--- src/rtl/rv32i_fetch_decode.sv ---
// rv32i_fetch_decode: multi-cycle fetch and registered one-hot decode front end
// for a non-pipelined RV32I core. One instruction is fetched, decoded and held
// stable until the core retires it and supplies the next PC.
module rv32i_fetch_decode #(
    parameter logic [31:0] RESET_PC = 32'h0000_0000
) (
    input  logic        clk,
    input  logic        rst,
    output logic        imem_req_valid,
    input  logic        imem_req_ready,
    output logic [31:0] imem_req_addr,
    input  logic        imem_rsp_valid,
    input  logic [31:0] imem_rsp_data,
    input  logic        imem_rsp_err,
    input  logic        retire,
    input  logic [31:0] next_pc,
    output logic        instr_valid,
    output logic [31:0] pc,
    output logic [31:0] instr,
    output logic [4:0]  rd,
    output logic [4:0]  rs1,
    output logic [4:0]  rs2,
    output logic [31:0] imm,
    output logic        instr_lui,
    output logic        instr_auipc,
    output logic        instr_jal,
    output logic        instr_jalr,
    output logic        instr_beq,
    output logic        instr_bne,
    output logic        instr_blt,
    output logic        instr_bge,
    output logic        instr_bltu,
    output logic        instr_bgeu,
    output logic        instr_lb,
    output logic        instr_lh,
    output logic        instr_lw,
    output logic        instr_lbu,
    output logic        instr_lhu,
    output logic        instr_sb,
    output logic        instr_sh,
    output logic        instr_sw,
    output logic        instr_addi,
    output logic        instr_slti,
    output logic        instr_sltiu,
    output logic        instr_xori,
    output logic        instr_ori,
    output logic        instr_andi,
    output logic        instr_slli,
    output logic        instr_srli,
    output logic        instr_srai,
    output logic        instr_add,
    output logic        instr_sub,
    output logic        instr_sll,
    output logic        instr_slt,
    output logic        instr_sltu,
    output logic        instr_xor,
    output logic        instr_srl,
    output logic        instr_sra,
    output logic        instr_or,
    output logic        instr_and,
    output logic        instr_fence,
    output logic        instr_fence_tso,
    output logic        instr_pause,
    output logic        instr_ecall,
    output logic        instr_ebreak,
    output logic        instr_csrrw,
    output logic        instr_csrrs,
    output logic        instr_csrrc,
    output logic        instr_csrrwi,
    output logic        instr_csrrsi,
    output logic        instr_csrrci,
    output logic        illegal,
    output logic        fetch_fault
);

    // Bit positions of each mnemonic inside the packed flag vector.
    localparam int F_LUI = 0,  F_AUIPC = 1,  F_JAL = 2,   F_JALR = 3;
    localparam int F_BEQ = 4,  F_BNE = 5,    F_BLT = 6,   F_BGE = 7,   F_BLTU = 8,  F_BGEU = 9;
    localparam int F_LB = 10,  F_LH = 11,    F_LW = 12,   F_LBU = 13,  F_LHU = 14;
    localparam int F_SB = 15,  F_SH = 16,    F_SW = 17;
    localparam int F_ADDI = 18, F_SLTI = 19, F_SLTIU = 20, F_XORI = 21, F_ORI = 22, F_ANDI = 23;
    localparam int F_SLLI = 24, F_SRLI = 25, F_SRAI = 26;
    localparam int F_ADD = 27, F_SUB = 28,   F_SLL = 29,  F_SLT = 30,  F_SLTU = 31;
    localparam int F_XOR = 32, F_SRL = 33,   F_SRA = 34,  F_OR = 35,   F_AND = 36;
    localparam int F_FENCE = 37, F_FENCE_TSO = 38, F_PAUSE = 39, F_ECALL = 40, F_EBREAK = 41;
    localparam int F_CSRRW = 42, F_CSRRS = 43, F_CSRRC = 44;
    localparam int F_CSRRWI = 45, F_CSRRSI = 46, F_CSRRCI = 47;
    localparam int NFLAGS = 48;

    typedef enum logic [1:0] {
        S_RESET = 2'd0,
        S_REQ   = 2'd1,
        S_WAIT  = 2'd2,
        S_HOLD  = 2'd3
    } state_t;

    state_t              state_q, state_d;
    logic [31:0]         pc_q, pc_d;
    logic [31:0]         instr_q, instr_d;
    logic [NFLAGS-1:0]   flags_q, flags_d;
    logic [31:0]         imm_q, imm_d;
    logic                illegal_q, illegal_d;
    logic                fault_q, fault_d;

    logic [NFLAGS-1:0]   dec_flags;
    logic [31:0]         dec_imm;
    logic [6:0]          op;
    logic [2:0]          f3;
    logic [6:0]          f7;
    logic [31:0]         imm_i, imm_s, imm_b, imm_u, imm_j;

    assign op = imem_rsp_data[6:0];
    assign f3 = imem_rsp_data[14:12];
    assign f7 = imem_rsp_data[31:25];

    assign imm_i = {{20{imem_rsp_data[31]}}, imem_rsp_data[31:20]};
    assign imm_s = {{20{imem_rsp_data[31]}}, imem_rsp_data[31:25], imem_rsp_data[11:7]};
    assign imm_b = {{19{imem_rsp_data[31]}}, imem_rsp_data[31], imem_rsp_data[7],
                    imem_rsp_data[30:25], imem_rsp_data[11:8], 1'b0};
    assign imm_u = {imem_rsp_data[31:12], 12'b0};
    assign imm_j = {{11{imem_rsp_data[31]}}, imem_rsp_data[31], imem_rsp_data[19:12],
                    imem_rsp_data[20], imem_rsp_data[30:21], 1'b0};

    // Decode the response word into one-hot flags and its format's immediate.
    always_comb begin
        dec_flags = '0;
        dec_imm   = '0;
        case (op)
            7'b0110111: begin dec_flags[F_LUI]   = 1'b1; dec_imm = imm_u; end
            7'b0010111: begin dec_flags[F_AUIPC] = 1'b1; dec_imm = imm_u; end
            7'b1101111: begin dec_flags[F_JAL]   = 1'b1; dec_imm = imm_j; end
            7'b1100111: begin
                if (f3 == 3'b000) dec_flags[F_JALR] = 1'b1;
                dec_imm = imm_i;
            end
            7'b1100011: begin
                case (f3)
                    3'b000:  dec_flags[F_BEQ]  = 1'b1;
                    3'b001:  dec_flags[F_BNE]  = 1'b1;
                    3'b100:  dec_flags[F_BLT]  = 1'b1;
                    3'b101:  dec_flags[F_BGE]  = 1'b1;
                    3'b110:  dec_flags[F_BLTU] = 1'b1;
                    3'b111:  dec_flags[F_BGEU] = 1'b1;
                    default: dec_flags = '0;
                endcase
                dec_imm = imm_b;
            end
            7'b0000011: begin
                case (f3)
                    3'b000:  dec_flags[F_LB]  = 1'b1;
                    3'b001:  dec_flags[F_LH]  = 1'b1;
                    3'b010:  dec_flags[F_LW]  = 1'b1;
                    3'b100:  dec_flags[F_LBU] = 1'b1;
                    3'b101:  dec_flags[F_LHU] = 1'b1;
                    default: dec_flags = '0;
                endcase
                dec_imm = imm_i;
            end
            7'b0100011: begin
                case (f3)
                    3'b000:  dec_flags[F_SB] = 1'b1;
                    3'b001:  dec_flags[F_SH] = 1'b1;
                    3'b010:  dec_flags[F_SW] = 1'b1;
                    default: dec_flags = '0;
                endcase
                dec_imm = imm_s;
            end
            7'b0010011: begin
                case (f3)
                    3'b000:  dec_flags[F_ADDI]  = 1'b1;
                    3'b010:  dec_flags[F_SLTI]  = 1'b1;
                    3'b011:  dec_flags[F_SLTIU] = 1'b1;
                    3'b100:  dec_flags[F_XORI]  = 1'b1;
                    3'b110:  dec_flags[F_ORI]   = 1'b1;
                    3'b111:  dec_flags[F_ANDI]  = 1'b1;
                    3'b001:  dec_flags[F_SLLI]  = (f7 == 7'b0000000);
                    default: begin
                        dec_flags[F_SRLI] = (f7 == 7'b0000000);
                        dec_flags[F_SRAI] = (f7 == 7'b0100000);
                    end
                endcase
                dec_imm = imm_i;
            end
            7'b0110011: begin
                if (f7 == 7'b0000000) begin
                    case (f3)
                        3'b000:  dec_flags[F_ADD]  = 1'b1;
                        3'b001:  dec_flags[F_SLL]  = 1'b1;
                        3'b010:  dec_flags[F_SLT]  = 1'b1;
                        3'b011:  dec_flags[F_SLTU] = 1'b1;
                        3'b100:  dec_flags[F_XOR]  = 1'b1;
                        3'b101:  dec_flags[F_SRL]  = 1'b1;
                        3'b110:  dec_flags[F_OR]   = 1'b1;
                        default: dec_flags[F_AND]  = 1'b1;
                    endcase
                end else if (f7 == 7'b0100000) begin
                    dec_flags[F_SUB] = (f3 == 3'b000);
                    dec_flags[F_SRA] = (f3 == 3'b101);
                end
            end
            7'b0001111: begin
                // fence.tso and pause are exact encodings of FENCE; anything
                // else with funct3=000 is an ordinary fence.
                if (f3 == 3'b000) begin
                    if (imem_rsp_data == 32'h8330_000F)      dec_flags[F_FENCE_TSO] = 1'b1;
                    else if (imem_rsp_data == 32'h0100_000F) dec_flags[F_PAUSE]     = 1'b1;
                    else                                     dec_flags[F_FENCE]     = 1'b1;
                end
            end
            7'b1110011: begin
                case (f3)
                    3'b000: begin
                        dec_flags[F_ECALL]  = (imem_rsp_data == 32'h0000_0073);
                        dec_flags[F_EBREAK] = (imem_rsp_data == 32'h0010_0073);
                    end
                    3'b001:  dec_flags[F_CSRRW]  = 1'b1;
                    3'b010:  dec_flags[F_CSRRS]  = 1'b1;
                    3'b011:  dec_flags[F_CSRRC]  = 1'b1;
                    3'b101:  dec_flags[F_CSRRWI] = 1'b1;
                    3'b110:  dec_flags[F_CSRRSI] = 1'b1;
                    3'b111:  dec_flags[F_CSRRCI] = 1'b1;
                    default: dec_flags = '0;
                endcase
                if (f3 != 3'b000) dec_imm = imm_i;
            end
            default: dec_flags = '0;
        endcase
        // Unrecognised words carry no immediate.
        if (dec_flags == '0) dec_imm = '0;
    end

    // Next-state and register updates for the fetch/hold sequence.
    always_comb begin
        state_d   = state_q;
        pc_d      = pc_q;
        instr_d   = instr_q;
        flags_d   = flags_q;
        imm_d     = imm_q;
        illegal_d = illegal_q;
        fault_d   = fault_q;
        case (state_q)
            S_RESET: state_d = S_REQ;
            S_REQ: begin
                if (imem_req_ready) state_d = S_WAIT;
            end
            S_WAIT: begin
                if (imem_rsp_valid) begin
                    state_d = S_HOLD;
                    instr_d = imem_rsp_data;
                    if (imem_rsp_err) begin
                        fault_d   = 1'b1;
                        flags_d   = '0;
                        imm_d     = '0;
                        illegal_d = 1'b0;
                    end else begin
                        fault_d   = 1'b0;
                        flags_d   = dec_flags;
                        imm_d     = dec_imm;
                        illegal_d = (dec_flags == '0);
                    end
                end
            end
            default: begin
                if (retire) begin
                    pc_d      = next_pc;
                    instr_d   = '0;
                    flags_d   = '0;
                    imm_d     = '0;
                    illegal_d = 1'b0;
                    // A misaligned target is reported in place; only an
                    // aligned retire restarts fetching.
                    if (next_pc[1:0] != 2'b00) begin
                        fault_d = 1'b1;
                    end else begin
                        fault_d = 1'b0;
                        state_d = S_REQ;
                    end
                end
            end
        endcase
    end

    // State register; reset returns to RESET from any state.
    always_ff @(posedge clk) begin
        if (rst) state_q <= S_RESET;
        else     state_q <= state_d;
    end

    // PC and decoded instruction registers.
    always_ff @(posedge clk) begin
        if (rst) begin
            pc_q      <= RESET_PC;
            instr_q   <= '0;
            flags_q   <= '0;
            imm_q     <= '0;
            illegal_q <= 1'b0;
            fault_q   <= 1'b0;
        end else begin
            pc_q      <= pc_d;
            instr_q   <= instr_d;
            flags_q   <= flags_d;
            imm_q     <= imm_d;
            illegal_q <= illegal_d;
            fault_q   <= fault_d;
        end
    end

    assign imem_req_valid = (state_q == S_REQ);
    assign imem_req_addr  = pc_q;
    assign instr_valid    = (state_q == S_HOLD);
    assign pc             = pc_q;
    assign instr          = instr_q;
    assign rd             = instr_q[11:7];
    assign rs1            = instr_q[19:15];
    assign rs2            = instr_q[24:20];
    assign imm            = imm_q;
    assign illegal        = illegal_q;
    assign fetch_fault    = fault_q;

    assign instr_lui       = flags_q[F_LUI];
    assign instr_auipc     = flags_q[F_AUIPC];
    assign instr_jal       = flags_q[F_JAL];
    assign instr_jalr      = flags_q[F_JALR];
    assign instr_beq       = flags_q[F_BEQ];
    assign instr_bne       = flags_q[F_BNE];
    assign instr_blt       = flags_q[F_BLT];
    assign instr_bge       = flags_q[F_BGE];
    assign instr_bltu      = flags_q[F_BLTU];
    assign instr_bgeu      = flags_q[F_BGEU];
    assign instr_lb        = flags_q[F_LB];
    assign instr_lh        = flags_q[F_LH];
    assign instr_lw        = flags_q[F_LW];
    assign instr_lbu       = flags_q[F_LBU];
    assign instr_lhu       = flags_q[F_LHU];
    assign instr_sb        = flags_q[F_SB];
    assign instr_sh        = flags_q[F_SH];
    assign instr_sw        = flags_q[F_SW];
    assign instr_addi      = flags_q[F_ADDI];
    assign instr_slti      = flags_q[F_SLTI];
    assign instr_sltiu     = flags_q[F_SLTIU];
    assign instr_xori      = flags_q[F_XORI];
    assign instr_ori       = flags_q[F_ORI];
    assign instr_andi      = flags_q[F_ANDI];
    assign instr_slli      = flags_q[F_SLLI];
    assign instr_srli      = flags_q[F_SRLI];
    assign instr_srai      = flags_q[F_SRAI];
    assign instr_add       = flags_q[F_ADD];
    assign instr_sub       = flags_q[F_SUB];
    assign instr_sll       = flags_q[F_SLL];
    assign instr_slt       = flags_q[F_SLT];
    assign instr_sltu      = flags_q[F_SLTU];
    assign instr_xor       = flags_q[F_XOR];
    assign instr_srl       = flags_q[F_SRL];
    assign instr_sra       = flags_q[F_SRA];
    assign instr_or        = flags_q[F_OR];
    assign instr_and       = flags_q[F_AND];
    assign instr_fence     = flags_q[F_FENCE];
    assign instr_fence_tso = flags_q[F_FENCE_TSO];
    assign instr_pause     = flags_q[F_PAUSE];
    assign instr_ecall     = flags_q[F_ECALL];
    assign instr_ebreak    = flags_q[F_EBREAK];
    assign instr_csrrw     = flags_q[F_CSRRW];
    assign instr_csrrs     = flags_q[F_CSRRS];
    assign instr_csrrc     = flags_q[F_CSRRC];
    assign instr_csrrwi    = flags_q[F_CSRRWI];
    assign instr_csrrsi    = flags_q[F_CSRRSI];
    assign instr_csrrci    = flags_q[F_CSRRCI];

endmodule

--- config.mk ---
export PLATFORM = sky130hd
export DESIGN_NAME = rv32i_fetch_decode
export DESIGN_NICKNAME = d
export VERILOG_FILES = /design/src/rtl/rv32i_fetch_decode.sv
export SDC_FILE = /design/constraint.sdc
export NUM_CORES = 1
export LEC_CHECK = 0
export ABC_AREA = 1
export BUFFER_PORTS_ARGS = -buffer_cell sky130_fd_sc_hd__buf_4
export CORE_ASPECT_RATIO = 0.9
export CORE_MARGIN = 4
export CORE_UTILIZATION = 45
export DETAILED_ROUTE_END_ITERATION = 8
export GPL_TIMING_DRIVEN = 0
export PLACE_DENSITY = 0.83
export SETUP_SLACK_MARGIN = 0.4
export SKIP_LAST_GASP = 1
export SLEW_MARGIN = 20
export SYNTH_ARGS = -nofsm -noshare
export SYNTH_HDL_FRONTEND = slang
export SYNTH_SLANG_ARGS = --single-unit
--- constraint.sdc ---
create_clock -name clk -period 2.98 [get_ports clk]
set_clock_uncertainty 0.1 [all_clocks]
set_input_delay 0 -clock clk [delete_from_list [all_inputs] [get_ports clk]]
set_output_delay 0 -clock clk [all_outputs]
set_load 0.02 [all_outputs]
# Yosys cells after proc, flatten, opt, wreduce, memory -nomap -nowiden
# Index checks and enable logic that the tools add are counted.
# W data, S select, Z words.
# totals
register_bits	148
inputBits	70
output_inout_bits	195
word_cells	116
# classes
n_eq_ne	29
mux	61
bitwise_logic	2
n_reduce_logical	17
# op_table
operator	n
$mux W32	6
$pmux W32 S6	1
$mux W48	3
$pmux W32 S2	2
$pmux W48 S2	1
$logic_not A48 Y1	1
$pmux W14 S3	1
$eq A32 B21 Y1 const B	1
$eq A32 B25 Y1 const B	1
$eq A32 B32 Y1 const B	1
$eq A32 B7 Y1 const B	1
$mux W1	31
$eq A7 B6 Y1 const B	4
$eq A7 B7 Y1 const B	4
$eq A7 B5 Y1 const B	2
$mux W2	7
$reduce_or A7 Y1	2
$eq A3 B3 Y1 const B	4
$mux W10	1
$mux W9	1
$mux W8	1
$eq A7 B2 Y1 const B	1
$eq A7 B4 Y1 const B	1
$logic_not A7 Y1	1
other kinds (22)	30

# Longest topological paths before layout
# logic_depth
depth_word	10
depth_mapped	14
depth_no_buf	13

# Least setup slack after synthesis
# No wires, ideal clock.
# synth_timing
path_kind	register to register
start	register state_q[1]
end	register imm_q[24] (netlist: imm[24])
setup_ns	0.070
arrival_time_ns	2.022
required_ns	2.810
setup_slack_ns	0.788
path_stages_with_launch	12
path_buffers	1
period_less_slack_ns	2.192
cell_sequence	dfxtp_1 inv_1 ha_1 or2_1 nor3b_2 nand2_1 nor2_4 nand2_2 buf_2 a21oi_1 nand2_1 a21oi_1
# synth_via
elab_chain_cells	4
elab_cells_between_ends	9
cone_classes	eq/ne (3); mux (1); bitwise (1); reduce/logical (4)
# synth_lines
element	line_no	rtl
start: declaration	97	state_t state_q, state_d;
start signal: assignment	286	else state_q <= state_d;
$eq A2 B1 Y1 *	n/a	
via imem_req_valid	9	output logic imem_req_valid,
$reduce_or A2 Y1 (no line) *	n/a	
$not A1 Y1 (no line)	n/a	
$reduce_and A3 Y1 (no line)	n/a	
end signal: assignment	302	imm_q <= imm_d;
end: declaration	101	logic [31:0] imm_q, imm_d;
# The timed path passes the listed nets; every way through them passes the cells marked *.
# A chain may end at the register's enable or synchronous reset.

# Worst setup path after layout
# layout_timing
start	register state_q[1]
end	register imm_q[9] (netlist: imm[9])
# layout_via
elab_chain_cells	4
elab_cells_between_ends	9
cone_classes	eq/ne (3); mux (1); bitwise (1); reduce/logical (4)
# layout_lines
element	line_no	rtl
$eq A2 B1 Y1 / $logic_not A2 Y1 (equally long branches)	241	case (state_q)
$reduce_or A2 Y1 (no line)	n/a	
$not A1 Y1 (no line)	n/a	
$reduce_and A3 Y1 (no line)	n/a	
# Several ways; a longest one is shown, not always the timed one.

==> flow_metrics.py <==
metrics = {
    "outcome": {
        "outcome": "finished, final reports clean",
    },
    "placement": {
        "io_buffers": 262,
        "hpwl_um": 17500,
        "place_congestion": 0.955,
        "dp_slack_ns": 0.296,
        "postPlaceCellArea_mm2": 0.00897,
    },
    "cts": {
        "clk_path_buf_depth": 2,
        "cts_inserted_buffers": 17,
        "clk_root_buffer_cell": "clkbuf_16",
        "cts_tree": "done",
        "cts.sinks": 148,
        "cts_setup_buffers": 0,
        "clk_latency_ns": 0.42,
        "clkTransAtPathRegs_ns": 0.06,
        "htree_levels": 4,
    },
    "power": {
        "power.share.sequential_pct": 36.6,
        "p_comb_share_pct": 25.2,
        "ir_drop_uv": 506,
        "p_sw_mw": 1.84,
        "p_leak_nw": 4.52,
        "p_sw_share_pct": 31.0,
        "p_clk_share_pct": 38.2,
        "internal-power_mw": 4.09,
        "p_per_area_mw_per_mm2": 574,
        "power.total_mw": 5.92,
    },
    "drt": {
        "wire_per_inst_um": 16.3,
        "vias": 7772,
        "post_drt_via_cell_ratio": 5.13,
        "drc": 0,
        "dr.pass1.iters": 8,
        "ant_nets": 0,
        "initialDrtViolationCount": 547,
        "routed_wl_um": 24700,
    },
    "timing": {
        "drv_slew": 0,
        "finalCritPeriodShare_pct": 82.2,
        "final.setup.tns_ns": 0,
        "hold_viol_final": 0,
        "setup_slack_ns": 0.531,
        "fin_crit_ns": 2.45,
        "fmax_mhz": 408,
        "rsz0062_at_grt": "no",
        "tightest_slew_ns": 0.617,
        "relSlewSlack_pct": 58.7,
        "finalSetupViolCount": 0,
    },
    "layout": {
        "fillers": 1160,
        "stdcell_area_mm2": 0.0103,
        "fin_util_pct": 70.2,
        "layout-drive-gt1-share_pct": 30.0,
        "area_growth_syn_to_layout_pct": 53.0,
        "finish.net_count": 1378,
    },
    "grt": {
        "grt_pass1_wl_um": 38300,
        "antenna_found_initial": 1,
        "grt_use_total_pct": 28.5,
        "grt_pass1_vias": 7626,
        "grt_max_degree": 17,
        "grt_overflow": 0,
    },
    "flow_run": {
        "maxCapViolCount": 0,
    },
    "worst_setup_path": {
        "arrival_ns": 2.69,
        "worstPathMaxFanout": 10,
        "cp_data_required_time_ns": 3.23,
        "setup.worst_path.start_class": "register",
        "endpoint_kind": "register",
        "crit_type": "register to register",
    },
    "floorplan": {
        "die_area_mm2": 0.0170,
        "core-area_mm2": 0.0147,
        "die_y_um": 124,
        "die_w_um": 137,
        "pin_count": 265,
        "row_count": 42,
        "start_util_pct": 45.9,
    },
    "synthesis": {
        "synth_cells": 950,
        "synth_common_cells": "nand2_1 (242), dfxtp_1 (148), nor2_1 (142)",
        "synthTopCellsByArea": "dfxtp_1 (44%), nand2_1 (13%), a21oi_1 (10%), nor2_1 (7.9%), buf_4 (5.4%)",
        "synthesis.nets": 1026,
        "yosysMostFrequentCell": "nand2_1",
        "syn-cell-area_mm2": 0.00675,
        "synth.ff_latch_count": 148,
        "yosys.area.top_type": "dfxtp_1",
        "synth_edf_count": 0,
        "seq_area_frac_synth_pct": 43.9,
        "avgSynthCellArea_um2": 7.11,
        "yosysTopAreaCellShare_pct": 43.9,
        "async_reset_ff_share_pct": 0,
        "ys_types": 32,
        "yosysWarnings": 0,
        "synth_top_flop_cell": "dfxtp_1",
    },
    "min_path": {
        "worst_hold_path_type": "input port to register",
    },
}
-- power groups by stage --
stage	clock (mW)	combinational, mW	sequential, mW
final	2.26	1.49	2.17
after global routing	2.37	1.61	2.18
after CTS	2.28	1.45	2.16
after detailed placement	0	1.34	2.20
after global placement	0	1.32	2.20
after floorplan	0	0.711	2.28
-- final cells by class --
| cell class | count | area (um2) | share of cell area, % |
|---|---|---|---|
| Multi-Input combinational cell | 660 | 3050 | 29.5 |
| Sequential cell | 148 | 2970 | 28.7 |
| Timing Repair Buffer | 333 | 2680 | 25.9 |
| Buffer | 97 | 596 | 5.77 |
| Clock buffer | 20 | 447 | 4.33 |
| Tap cell | 198 | 248 | 2.40 |
| Clock inverter | 12 | 178 | 1.72 |
| Inverter | 45 | 169 | 1.64 |
| Antenna cell | 1 | 2.50 | 0.0242 |
-- cell usage in the layout, fill, tap and decap left out, types with 3 or more instances in the layout --
| cell type | instances |
|---|---|
| a21oi_1 | 138 |
| a22oi_1 | 3 |
| a32oi_1 | 10 |
| buf_2 | 5 |
| buf_4 | 311 |
| buf_6 | 4 |
| bufinv_16 | 4 |
| clkbuf_1 | 37 |
| clkbuf_16 | 17 |
| clkbuf_4 | 3 |
| clkinv_2 | 3 |
| dfxtp_1 | 146 |
| dlygate4sd3_1 | 71 |
| ha_1 | 6 |
| inv_1 | 32 |
| inv_2 | 12 |
| nand2_1 | 241 |
| nand2_2 | 5 |
| nand2_4 | 3 |
| nand3_1 | 37 |
| nand3b_1 | 3 |
| nand4_1 | 3 |
| nor2_1 | 142 |
| nor2_2 | 7 |
| nor2_4 | 6 |
| o21ai_0 | 43 |
-- metrics by stage --
step	cells	hold slack, ns
after floorplan	950	0.0439
after global placement	1410	0.149
after detailed placement	1410	0.156
after CTS	1513	0.0352
after global routing	1514	0.0933
final	1514	0.0452
-- worst max-delay path: stages (launching register included) --
cell and delay (ns):
dfxtp_2 0.36, inv_1 0.09, ha_1 0.22, or2_1 0.28
nor3b_4 0.30, nand2_2 0.14, inv_2 0.14, clkbuf_4 0.25
nand2_1 0.10, nor2_1 0.14, nand2_1 0.09, a21oi_1 0.16
-- per-layer routing --
layer	track usage, %	share of wire [%]
met1	32.8	37
met2	48.1	48
met3	8.21	11
met4	13.1	3.8
met5	0	0
-- worst paths after layout --
kind                from               end  slack, ns  cells after the start
max           state_q[1]            imm[9]       0.53                     11
min               retire  imem_req_addr[0]       0.05                      5
max reg2reg   state_q[1]            imm[9]       0.53                     11
min reg2reg  flags_q[40]       flags_q[40]       0.36                      2
-- repair_timing --
action | 4_1_cts | 5_1_grt
hold buffers | 71 | 0
pin swaps | 0 | 2
endpoints found under the hold margin | 106 | 0
gates resized for setup | 2 | 9
endpoints found under the setup margin | 70 | 90
-- sequential cells by signal (all words and copies together), names as in the netlist --
signal / flops
imem_req_addr: 32
imm: 32
instr: 32
illegal: 1
state_q: 2
flags_q: 48
fetch_fault: 1
-- logic make-up after synthesis --
logic type	synth area share, %
compound gates	15.6
flops	43.9
simple gates	28.2
buf+inv	11.2
fa+ha+maj	1.11
No activity file was read; power rests on OpenSTA's default activity.
